File: src/rtl/fnd_sum_display.sv
// fnd_sum_display: binary-to-BCD shift-add-3 converter driving a scanned 4-digit common-anode FND
module fnd_sum_display #(
  parameter int P_DATA_W = 5,
  parameter int P_SCAN_DIV = 100000,
  parameter bit P_BLANK_LEADING = 1'b1
) (
  input  logic                i_clk,
  input  logic                i_reset,
  input  logic [P_DATA_W-1:0] i_data,
  input  logic                i_valid,
  output logic                o_ready,
  output logic [3:0]          o_fnd_com,
  output logic [7:0]          o_fnd_font
);
  localparam int CW = $clog2(P_DATA_W + 1);
  localparam int PW = $clog2(P_SCAN_DIV);
  typedef enum logic [1:0] {IDLE, ADJ, SHIFT, UPDATE} state_t;
  state_t state;
  logic [P_DATA_W-1:0] bin;
  logic [15:0] scr, disp, sh;
  logic [CW-1:0] cnt;
  logic [PW-1:0] pre;
  logic [1:0] idx;
  logic wrap, blank;
  function automatic logic [15:0] adj3(input logic [15:0] s);
    for (int n = 0; n < 4; n++)
      adj3[4*n +: 4] = s[4*n +: 4] >= 4'd5 ? s[4*n +: 4] + 4'd3 : s[4*n +: 4];
  endfunction
  function automatic logic [7:0] font(input logic [3:0] d);
    case (d)
      4'd0: font = 8'hC0;
      4'd1: font = 8'hF9;
      4'd2: font = 8'hA4;
      4'd3: font = 8'hB0;
      4'd4: font = 8'h99;
      4'd5: font = 8'h92;
      4'd6: font = 8'h82;
      4'd7: font = 8'hF8;
      4'd8: font = 8'h80;
      4'd9: font = 8'h90;
      default: font = 8'hFF;
    endcase
  endfunction
  always_ff @(posedge i_clk or posedge i_reset)
    if (i_reset) begin
      state <= IDLE;
      o_ready <= 1'b1;
      bin <= '0;
      scr <= '0;
      cnt <= '0;
      disp <= '0;
    end else
      case (state)
        IDLE:
          if (i_valid) begin
            bin <= i_data;
            scr <= '0;
            cnt <= CW'(P_DATA_W);
            o_ready <= 1'b0;
            state <= ADJ;
          end
        ADJ: begin
          scr <= adj3(scr);
          state <= SHIFT;
        end
        SHIFT: begin
          scr <= {scr[14:0], bin[P_DATA_W-1]};
          bin <= bin << 1;
          cnt <= cnt - 1'b1;
          state <= cnt == CW'(1) ? UPDATE : ADJ;
        end
        default: begin
          disp <= scr;
          o_ready <= 1'b1;
          state <= IDLE;
        end
      endcase
  assign sh = disp >> {idx, 2'b00};
  assign wrap = pre == PW'(P_SCAN_DIV - 1);
  // higher digits all zero => sh (this digit and above) is zero
  assign blank = P_BLANK_LEADING && idx != 2'd0 && sh == 16'd0;
  always_ff @(posedge i_clk or posedge i_reset)
    if (i_reset) begin
      pre <= '0;
      idx <= '0;
      o_fnd_com <= 4'hF;
      o_fnd_font <= 8'hFF;
    end else begin
      pre <= wrap ? '0 : pre + 1'b1;
      idx <= wrap ? idx + 1'b1 : idx;
      o_fnd_com <= ~(4'b0001 << idx);
      o_fnd_font <= blank ? 8'hFF : font(sh[3:0]);
    end
endmodule

File: config.mk
export PLATFORM = sky130hd
export DESIGN_NAME = fnd_sum_display
export DESIGN_NICKNAME = d
export VERILOG_FILES = /design/src/rtl/fnd_sum_display.sv
export SDC_FILE = /design/constraint.sdc
export NUM_CORES = 1
export LEC_CHECK = 0
export ABC_AREA = 0
export ABC_CLOCK_PERIOD_IN_PS = 2400
export BUFFER_PORTS_ARGS = -buffer_cell sky130_fd_sc_hd__buf_2
export CORE_AREA = 5 5 100 102
export CTS_CLUSTER_DIAMETER = 50
export CTS_CLUSTER_SIZE = 40
export DETAILED_ROUTE_END_ITERATION = 16
export DIE_AREA = 0 0 105 107
export GPL_ROUTABILITY_DRIVEN = 0
export HOLD_SLACK_MARGIN = 0.05
export SLEW_MARGIN = 10
export SYNTH_ARGS = -nofsm -noshare
export SYNTH_HDL_FRONTEND = slang
export SYNTH_SLANG_ARGS = --single-unit
File: constraint.sdc
create_clock -name i_clk -period 2.4 [get_ports i_clk]
set_clock_uncertainty 0.15 [all_clocks]
set_input_delay 0.48 -clock i_clk [delete_from_list [all_inputs] [get_ports i_clk]]
set_output_delay 0.48 -clock i_clk [all_outputs]
set_load 0.01 [all_outputs]
* After elaboration in Yosys (flattened, before gate mapping)
Memory sizes are Yosys's and may differ from the RTL's. Index checks and enable logic that the tools add are counted.
Operators by class: $add $sub $neg 7, order comparisons 4, equal/unequal tests 9, multiplexer cells 17, shifts and indexed selects 2, bitwise logic cells 2, reduce and logical (&&, ||, !) cells 14
Operator list (number):
- $pmux 16 s3 | 1
- $add 17x1->17 const B | 1
- $eq 17x17->1 const B | 1
- $mux 17 | 1
- $add 4x2->4 const B | 4
- $ge 4x3->1 const B | 4
- $logic_not 16->1 | 1
- $mux 16 | 1
- $mux 4 | 4
- $shr 16x4->16 | 1
- $reduce_and 3->1 | 4
- $ne 2x2->1 const B | 5
- $pmux 5 s2 | 1
- $mux 8 | 1
- $pmux 2 s3 | 1
- $pmux 3 s2 | 1
- $mux 5 | 1
- $mux 2 | 2
- $not 4->4 | 1
- $reduce_and 2->1 | 2
- $reduce_bool 2->1 | 2
- $shl 1x2->4 const A | 1
- $eq 3x1->1 const B | 1
- $mux 3 | 1
- other kinds (12) | 12
Word-level totals: memories kept 1, ROM bits 112, logic and storage cells 69, register bits 74
Memory list:
- (name not given) | depth 16, width 7, rd ports 1, clocked after memory_dff 0, wr ports 0, line 30 | case (d)

* Depth between registers and ports, before layout
Gate-level depths: netlist of the first run.
word-level depth 4, mapped depth 8

* Least setup slack after synthesis of the first run
Ideal clock, no wire load.
kind register to register, start reg idx[0], end reg o_fnd_font[3], arrival time 1.938 ns, setup time 0.060 ns, stages on the path, launching flop included 8, buffers on the path 0, slack 0.251 ns, data required time 2.190 ns, cell sequence dfrtp_1 > mux4_1 > inv_1 > ha_1 > nand3_1 > a211o_1 > o21a_1 > nand2_1
On the way: word-level cells in the longest chain between the ends 4, elaborated cells between the ends (all ways) 6, classes of those cells 1 x shift; 1 x mux; 3 x reduce/logical; 1 x memory
RTL lines:
- start: declaration | line 23 | logic [1:0] idx;
- start signal: assignment | line 90 | idx <= wrap ? idx + 1'b1 : idx;
- branches (longest 3 deep; another with $mem_v2 16x7)
- $mux 8 (*) | line 92 | o_fnd_font <= blank ? 8'hFF : font(sh[3:0]);
- end signal: assignment | line 92
- end: declaration | line 13 | output logic [7:0] o_fnd_font
Mark *: on every way between the ends. A chain may end at the register's enable or synchronous reset.

* Worst setup path after layout of the first run
Ends and elaborated chain as after synthesis.

==> results of run 1 <==
==> layer usage <==
layer	wire (um)	track usage (%)	vias up
met5	0	0	-
met4	97	4.47	0
met3	300	3.85	9
met2	3410	22.4	49
met1	3490	18.8	1377
li1	-	-	1404
==> Yosys cell counts, types with 2 or more instances <==
cell       n
ha_1      24
buf_4      3
nand2_1   37
dfstp_2   12
xnor2_1    9
inv_1     32
o21a_1     4
a22oi_1    5
nor2_4     2
nor4_1     2
o21ai_1    5
nor2b_1    7
o22ai_1    5
a31oi_1    9
o31ai_1    3
mux2_2    16
nand4_1    6
dfrtp_1   61
a211oi_1   3
nand3_1   12
nor3_1     3
nor4_2     2
mux2i_1    5
nand3_2    2
and3_1     3
buf_6      2
buf_2      3
clkbuf_1   8
a21oi_1   12
mux2_4     2
xor2_1     8
mux4_2     2
o21ai_0   41
nor2_1    17
==> metrics by stage <==
step / hold WS, ns / instance area [sq um]
finish: 0.0752 / 4410
floorplan: 0.300 / 3980
global placement: 0.313 / 4210
CTS: 0.0761 / 4410
detailed placement: 0.331 / 4210
global route: 0.0970 / 4410
==> kinds of logic (layout without fill, tap and decap cells) <==
logic type	Yosys count	in the layout	share of synthesized area [%]
buffers and inverters	49	78	5.38
AOI/OAI and AO/OA	94	94	14.0
muxes	27	27	8.91
adders and majority gates	24	24	7.55
and+or+nand+nor	103	103	14.0
other	1	1	0.0943
DFF	73	73	46.3
xor gates and xnor gates	17	17	3.75
==> layout by cell type (no fill, tap or decap), types with 4 or more instances in the layout <==
| master | netlist | routed |
|---|---|---|
| dfrtp_1 | 61 | 61 |
| o21ai_0 | 41 | 41 |
| nand2_1 | 37 | 37 |
| inv_1 | 32 | 31 |
| ha_1 | 24 | 24 |
| buf_2 | 3 | 19 |
| nor2_1 | 17 | 17 |
| mux2_2 | 16 | 16 |
| nand3_1 | 12 | 12 |
| a21oi_1 | 12 | 12 |
| dfstp_2 | 12 | 12 |
| xnor2_1 | 9 | 9 |
| a31oi_1 | 9 | 9 |
| clkbuf_8 | 0 | 9 |
| buf_4 | 3 | 9 |
| xor2_1 | 8 | 8 |
| nor2b_1 | 7 | 7 |
| nand4_1 | 6 | 6 |
| o22ai_1 | 5 | 5 |
| mux2i_1 | 5 | 5 |
| o21ai_1 | 5 | 5 |
| a22oi_1 | 5 | 5 |
| o21a_1 | 4 | 4 |
| clkinv_4 | 0 | 4 |
==> final cells by class <==
class / instances / area share [%]
Clock buffer: 9 / 2.81
Clock inverter: 7 / 1.79
Inverter: 33 / 2.89
Multi-Input combinational cell: 266 / 43.5
Sequential cell: 73 / 41.7
Tap cell: 111 / 3.15
Timing Repair Buffer: 29 / 4.14
==> how the worst max path moves through the flow <==
stage                     cells after the start  slack, ns             to    from
after floorplan                               7       0.25  o_fnd_font[3]  idx[0]
after CTS                                     7       0.14  o_fnd_font[3]  idx[0]
after global placement                        7       0.23  o_fnd_font[3]  idx[0]
after detailed placement                      7       0.15  o_fnd_font[3]  idx[0]
final                                         7       0.15  o_fnd_font[3]  idx[0]
after global routing                          7      0.004  o_fnd_font[3]  idx[0]
==> power groups by stage <==
stage	logic (W)	registers, W	clock network (W)
2_1_floorplan	0.00148	0.00180	0
6_report	0.00190	0.00185	0.000983
4_1_cts	0.00192	0.00185	0.00102
3_3_place_gp	0.00188	0.00188	0
5_1_grt	0.00219	0.00191	0.00108
3_5_place_dp	0.00191	0.00188	0
==> flip-flops by register name (all words and copies together), names as in the netlist <==
signal and flops:
o_ready 1, scr 16, o_fnd_com 4, cnt 3
bin 5, pre 17, disp 16, o_fnd_font 7
state 2, idx 2
==> worst max-delay path: cells and delay by family, from the launching register on <==
family	cells	cell delay, ns
AOI/OAI and AO/OA	2	0.50
DFF	1	0.50
muxes	1	0.61
buffers and inverters	1	0.12
and+or+nand+nor	2	0.15
adders and majority gates	1	0.17
==> impl_metrics.toml, run 1 <==
[routing]
vias_per_cell = 5.38
ant_nets = 0
drtIter0Drc = 148
dr_total_vias = 2839
wire_per_inst_um = 13.8
wirelength_um = 7300
drc = 0
drt_first_pass_iters = 4

[power_and_ir_drop]
pwr-share-seq_pct = 39.1
p_sw_share_pct = 39.7
vdd_drop_max_v = 0.000640
total_power_w = 0.00474
p_per_area_nw_per_um2 = 1070
pwr-share-clk_pct = 20.7
pwr-share-comb_pct = 40.1
power.switching_w = 0.00188
cell_internal_pwr_w = 0.00286
p_leak_nw = 1.95

[critical_path]
r2r_cells = 7
path_cells = "mux4_1 -> inv_1 -> ha_1 -> nand3_1 -> a211o_1 -> o21a_1 -> nand2_1"
ff2ff_setup_slack_ns = 0.15
cpPeakStageDelay_ns = 0.61
end_kind = "register"
r2r-end = "o_fnd_font[3]"
path_class = "register to register"
critPathRequiredTime_ns = 2.54
r2r_start = "idx[0]"
critPathArrivalTime_ns = 2.39
cp_max_fo = 6
crit_path_start_kind = "register"
worst_path_max_delay_cell = "mux4_1"

[cells_and_area]
regArea_sq_um = 1840
postLayoutCoreUtil_pct = 48.9
area_delta_synth_final_pct = 11.0
drive_above_1_share_pct = 22.3
final_cells = 528
nNetsFinal = 444
multi_input_area_sq_um = 1920
n_fill_cell = 835
diodes = 0

[synthesis]
ys_seq_elements = 73
netlist_area_sq_um = 3980
synth_top_area_share_pct = 38.4
synth.area.top_cells = "dfrtp_1 38%, dfstp_2 7.9%, ha_1 7.6%, o21ai_0 5.2%, mux2_2 4.5%"
yosysWarnings = 0
synth_area_per_cell_sq_um = 10.2
synth_edf_count = 0
synthDistinctLibCells = 55
ys.flop_type = "dfrtp_1"
syn_inst = 388
synth_fp_nets = 420
yosysSeqAreaShare_pct = 46.3
synth_largest_area_cell = "dfrtp_1"
synthArstFlopShare_pct = 100

[placement]
portBuffers = 19
dp_hpwl_um = 5060
pre_cts_ws_ns = 0.149
place_inst = 512

[worst_hold_path]
holdCritPathClass = "input port to async pin"

[cts]
cts_max_path_buffers = 2
clock_latency_ns = 0.35
cts_buffers = 9
cts_setup_buffers = 0
clk_pin_slew_ns = 0.09
ctsHoldBuffers = 0
cts_tree = "built"
htreeDepth = 3
cts.sinks = 73
post_cts_resized = 0
cts_root_buf = "clkbuf_8"

[global_route]
antenna_found_initial = 0
grt_pass1_vias = 2768
grt_use_total_pct = 14.1
grt_start_max_net_pins = 74
grt_pass1_wl_um = 13100
gr-total-overflow = 0

[floorplan]
io_pins = 21
die_h_um = 107
num_rows = 35
start_util_pct = 44.1
die-area_sq_um = 11200
core_area_sq_um = 9020
die_width_um = 105

[sta]
hold_viol_final = 0
finalCritPeriodShare_pct = 93.6
maxSlewHeadroom_pct = 55.3
setup_viol_count_final = 0
tightestPinTransition_ns = 0.670
slew_viol_final = 0
rsz0062_at_grt = "false"
final.setup.tns_ns = 0
postLayoutSetupSlackWorst_ns = 0.154
timing.fmax_mhz = 445
finalCriticalPeriod_ns = 2.25

[job]
maxCapViolations = 0

[status]
outcome = "finished clean"
(Power assumes the default switching activity.)
==> inputs of run 2 (changes only) <==
- SETUP_SLACK_MARGIN: not set -> 0.5
==> run 2 against run 1 <==
  * Clock power about the same
  * Utilization is 2.2 points higher
  * Die area unchanged
  * Critical endpoint unchanged
  * Largest cell class unchanged
  * Largest power group unchanged
  * Highest routed layer unchanged
==> impl_metrics.toml, run 2 (same netlist as run 1, synthesis figures left out) <==
[critical_path]
end_kind = "register"
r2r_start = "idx[0]"
ff2ff_setup_slack_ns = 0.44
cp_max_fo = 6
crit_path_start_kind = "register"
critPathRequiredTime_ns = 2.54
r2r-end = "o_fnd_font[3]"
path_class = "register to register"
critPathArrivalTime_ns = 2.09
r2r_cells = 7

[cells_and_area]
final_common_cell = "dfrtp_1"
n_fill_cell = 815
largest_reg_flops = 17
area_delta_synth_final_pct = 16.0
mostFrequentLayoutCells = "59 x dfrtp_1, 38 x o21ai_0, 37 x nand2_1"
drive_above_1_share_pct = 28.9
diodes = 0
reg_top3 = "pre (17), disp (16), scr (16)"
regMostFlops = "pre"
multi_input_area_sq_um = 2010
regArea_sq_um = 1840
nNetsFinal = 456

[routing]
drt_first_pass_iters = 4
drc = 0
wire_per_inst_um = 14.3
vias_per_cell = 5.23
drtIter0Drc = 115
wirelength_um = 7720
dr_total_vias = 2825
ant_nets = 0

[cts]
cts_tree = "built"
cts_max_path_buffers = 2
cts_buffers = 9
htreeDepth = 3
cts_root_buf = "clkbuf_8"
ctsHoldBuffers = 0
clk_pin_slew_ns = 0.09
clock_latency_ns = 0.34
cts.sinks = 73

[global_route]
grt_pass1_vias = 2763
met2_usage_pct = 23.1
use_met1_pct = 18.7
grt_pass1_wl_um = 13300
busiest_layer = "met2"
grtUsageMet3_pct = 3.79
grt_use_total_pct = 14.5
grt_start_max_net_pins = 74
gr-total-overflow = 0
antenna_found_initial = 0

[floorplan]
start_util_pct = 44.1
core_area_sq_um = 9020
die_width_um = 105
die-area_sq_um = 11200
io_pins = 21
num_rows = 35
die_h_um = 107

[sta]
slew_viol_final = 0
final.setup.tns_ns = 0
postLayoutSetupSlackWorst_ns = 0.444
finalCritPeriodShare_pct = 81.5
timing.fmax_mhz = 511
setup_viol_count_final = 0
hold_viol_final = 0
finalCriticalPeriod_ns = 1.96
rsz0062_at_grt = "true"

[power_and_ir_drop]
pwr-share-seq_pct = 37.1
p_per_area_nw_per_um2 = 1100
total_power_w = 0.00505
p_sw_share_pct = 40.1
vdd_drop_max_v = 0.000756
power.switching_w = 0.00203
cell_internal_pwr_w = 0.00302
pwr-share-clk_pct = 19.5
pwr-share-comb_pct = 43.4
p_leak_nw = 2.01

[status]
outcome = "finished clean"

[placement]
portBuffers = 19
pre_cts_ws_ns = 0.286
dp_hpwl_um = 5340

[worst_hold_path]
holdCritPathClass = "input port to async pin"

[job]
maxCapViolations = 0
-- run 2: changes by cell type in the layout (fill, tap and decap cells not counted), sizes merged --
cell	previous run	this run
buf	29	41
clkinv	5	2
clkinvlp	1	3
inv	33	34
-- run 2: through the flow --
step / util (%) / area [sq um] / cells / hold WS, ns
floorplan: - / 3990 / 388 / 0.300
finish: 51.1 / 4610 / 540 / 0.0874
global route: 51.1 / 4610 / 540 / 0.0891
detailed placement: 46.9 / 4230 / 513 / 0.328
CTS: 50.1 / 4520 / 534 / 0.0822
global placement: 46.9 / 4230 / 513 / 0.319
-- run 2: area by class of cell --
cell class	instances	area share (%)
multi-input cells	266	43.5
repair buffers	41	6.27
well taps	111	3.01
clock inverters	7	1.68
clock buffers	9	2.69
inverters	33	2.85
flip-flops and latches	73	40.0
-- run 2: worst max-delay path by stage --
stage,slack (ns),from,depth (start not counted),to
6_report,0.44,idx[0],7,o_fnd_font[3]
5_1_grt,0.36,idx[0],7,o_fnd_font[0]
4_1_cts,0.43,idx[0],7,o_fnd_font[3]
3_5_place_dp,0.29,idx[0],7,o_fnd_font[3]
3_3_place_gp,0.34,idx[0],7,o_fnd_font[0]
2_1_floorplan,0.43,idx[0],7,o_fnd_font[0]
-- run 2: power by group through the flow --
stage          registers [W]  clock network, W  logic [W]
2_1_floorplan        0.00180                 0    0.00150
3_3_place_gp         0.00188                 0    0.00193
3_5_place_dp         0.00189                 0    0.00197
4_1_cts              0.00187           0.00103    0.00209
5_1_grt              0.00193           0.00108    0.00247
6_report             0.00188          0.000984    0.00219
-- run 2: worst max-delay path: stages, from the launching register on --
cell     delay [ns]
dfrtp_2        0.41
mux4_2         0.54
inv_2          0.12
ha_4           0.14
nand3_2        0.06
a211o_4        0.30
o21a_1         0.13
nand2_1        0.07
-- run 2: what timing repair did --
item                                    CTS  global route
cloned                                    0             0
gates resized for setup                   9            13
setup buffers                             5             6
endpoints found under the setup margin   21            25
pin swaps                                 1             3
-- run 2: metal layers --
layer / part of all wire [%] / vias to the layer above / wire length [um]
met5: 0 / - / 0
met4: 1.0 / 0 / 80
met3: 2.6 / 7 / 203
met2: 48 / 36 / 3740
met1: 48 / 1364 / 3700
li1: - / 1418 / -
==> inputs of run 3 (changes only) <==
- ABC_AREA: 0 -> 1
- ABC_CLOCK_PERIOD_IN_PS: 2400 -> 2000
- CORE_AREA: 5 5 100 102 -> 5 5 102 104
- DIE_AREA: 0 0 105 107 -> 0 0 107 109
- clock period: 2.4 -> 2 ns (I/O delays scaled with it)
==> run 3 against run 2 <==
  * Total power is 51% higher
  * Worst hold slack gained 0.048 ns
  * Critical path depth up 3
  * Largest power group unchanged
==> impl_metrics.toml, run 3 <==
[status]
outcome = "finished clean"

[synthesis]
syn_inst = 530
synth_largest_area_cell = "dfrtp_1"
synth_area_per_cell_sq_um = 7.81
synth_adder_area_share_pct = 7.26
synthArstFlopShare_pct = 100
synthXorXnorAreaFrac_pct = 1.48
synth_edf_count = 0
ys_seq_elements = 73
ys.flop_type = "dfrtp_1"
synth-simple-area-share_pct = 27.2
yosysSeqAreaShare_pct = 44.5
synthDistinctLibCells = 34
synth.area.top_cells = "dfrtp_1 37%, nand2_1 12%, dfstp_2 7.6%, ha_1 7.3%, inv_1 6.6%"
yosysWarnings = 0
synth_top_area_share_pct = 36.9
synth_fp_nets = 562
synth_top_family_by_area = "simple AND/OR/NAND/NOR gates"
synthMuxAreaShare_pct = 0
netlist_area_sq_um = 4140
yosysMostFrequentCell = "nand2_1"
synthTopCellsByCount = "134 x nand2_1, 73 x inv_1, 61 x dfrtp_1"
synth_compound_area_share_pct = 10.2

[sta]
hold_viol_final = 0
rsz0062_at_grt = "true"
setup_viol_count_final = 0
finalCriticalPeriod_ns = 1.69
final.setup.tns_ns = 0
finalCritPeriodShare_pct = 84.4
timing.fmax_mhz = 593
slew_viol_final = 0

[routing]
vias_per_cell = 5.11
wirelength_um = 10200
drtIter0Drc = 188
drc = 0
ant_nets = 0
dr_total_vias = 3726
drt_first_pass_iters = 4
wire_per_inst_um = 14.0

[power_and_ir_drop]
p_leak_nw = 2.73
pwr-share-seq_pct = 27.9
pwr-share-comb_pct = 53.2
power.switching_w = 0.00312
p_per_area_nw_per_um2 = 1330
cell_internal_pwr_w = 0.00452
vdd_drop_max_v = 0.000789
p_sw_share_pct = 40.8
pwr-share-clk_pct = 19.0

[cts]
clock_latency_ns = 0.36
cts_tree = "built"
cts.sinks = 73
htreeDepth = 3
clk_pin_slew_ns = 0.08
cts_root_buf = "clkbuf_8"
cts_buffers = 9
cts_max_path_buffers = 2

[global_route]
antenna_found_initial = 0
gr-total-overflow = 0
grt_use_total_pct = 17.6
grt_pass1_wl_um = 16300
grt_pass1_vias = 3483
grt_start_max_net_pins = 48

[cells_and_area]
regMostFlops = "pre"
final_cells = 729
n_fill_cell = 812
diodes = 0
drive_above_1_share_pct = 38.7
reg_top3 = "pre (17), disp (16), scr (16)"
nNetsFinal = 642
area_delta_synth_final_pct = 39.0
mostFrequentLayoutCells = "107 x nand2_1, 58 x dfrtp_1, 53 x inv_1"
final_common_cell = "nand2_1"
largest_reg_flops = 17

[critical_path]
crit_path_start_kind = "register"
critPathLaunch = "idx[0]"
critPathRequiredTime_ns = 2.13
path_class = "register to register"
critPathArrivalTime_ns = 1.82
ff2ff_setup_slack_ns = 0.31
r2r_cells = 10
end_kind = "register"
cp_max_fo = 6
r2r_start = "idx[0]"

[worst_hold_path]
min_from = "i_data[1]"
min_path_cells = 3
holdCritPathClass = "input port to register"

[placement]
portBuffers = 19
dp_hpwl_um = 6200
place_inst = 663

[floorplan]
start_util_pct = 43.8
num_rows = 36
io_pins = 21
die_width_um = 107
core_area_sq_um = 9460
die-area_sq_um = 11700
die_h_um = 109

[job]
maxCapViolations = 0
run 3: path summary, 6_finish.rpt:
| check | endpoint |
|---|---|
| min in group asynchronous | pre[13] |
| max | o_fnd_font[3] |
| max reg2reg | o_fnd_font[3] |
| min reg2reg | scr[11] |
| max in group asynchronous | o_ready |
| min | bin[1] |
run 3: what timing repair did:
action                                  CTS  global route
gates resized for setup                  97            88
cloned                                    2             1
buffers inserted                         29            17
endpoints found under the setup margin   58            69
hold buffers                              1             0
hold endpoints to repair                  9             0
pin swaps                                28            34
run 3: stage by stage:
step                      hold WS (ns)  util [%]  total power [W]  worst slack (ns)  cell area (sq um)
after floorplan                  0.281         -          0.00387             0.322               4190
after global placement           0.210      47.0          0.00444             0.236               4450
after detailed placement         0.217      47.0          0.00449             0.193               4450
after CTS                        0.136      56.3          0.00676             0.344               5330
after global routing             0.132      60.8          0.00816             0.222               5750
final                            0.135      60.8          0.00765             0.313               5750
run 3: layer usage:
| metal | up-vias | track usage [%] | routed length (um) |
|---|---|---|---|
| met5 | - | 0 | 0 |
| met4 | 0 | 7.40 | 178 |
| met3 | 16 | 2.55 | 339 |
| met2 | 69 | 29.3 | 5200 |
| met1 | 1781 | 22.9 | 4500 |
| li1 | 1860 | - | - |
run 3: power by group through the flow:
stage               Sequential, W  Combinational, W  Clock [W]
floorplan                 0.00208           0.00178          0
global placement          0.00212           0.00232          0
detailed placement        0.00212           0.00237          0
CTS                       0.00211           0.00319    0.00146
global route              0.00218           0.00444    0.00155
finish                    0.00213           0.00407    0.00145
run 3: cell type report:
type | count | area [sq um] | area share [%]
Clock buffer | 11 | 141 | 2.46
Clock inverter | 5 | 103 | 1.78
Inverter | 88 | 379 | 6.59
Multi-Input combinational cell | 360 | 2420 | 42.0
Sequential cell | 73 | 1850 | 32.1
Tap cell | 114 | 143 | 2.48
Timing Repair Buffer | 76 | 711 | 12.4
Timing Repair inverter | 2 | 15.0 | 0.261
run 3: kinds of logic after synthesis:
family / count (synthesis)
DFF: 73
other: 1
buffers and inverters: 97
AOI/OAI and AO/OA: 78
adders and majority gates: 24
and+or+nand+nor: 250
xor gates and xnor gates: 7
run 3: worst max-delay path: stages (launching register included):
cell	delay [ns]
dfrtp_2	0.48
o21ai_2	0.15
nand2_1	0.08
nand2_2	0.11
inv_4	0.06
ha_4	0.27
nand3_1	0.10
nand3_2	0.09
nand2_2	0.05
clkinv_1	0.04
nand2_1	0.04
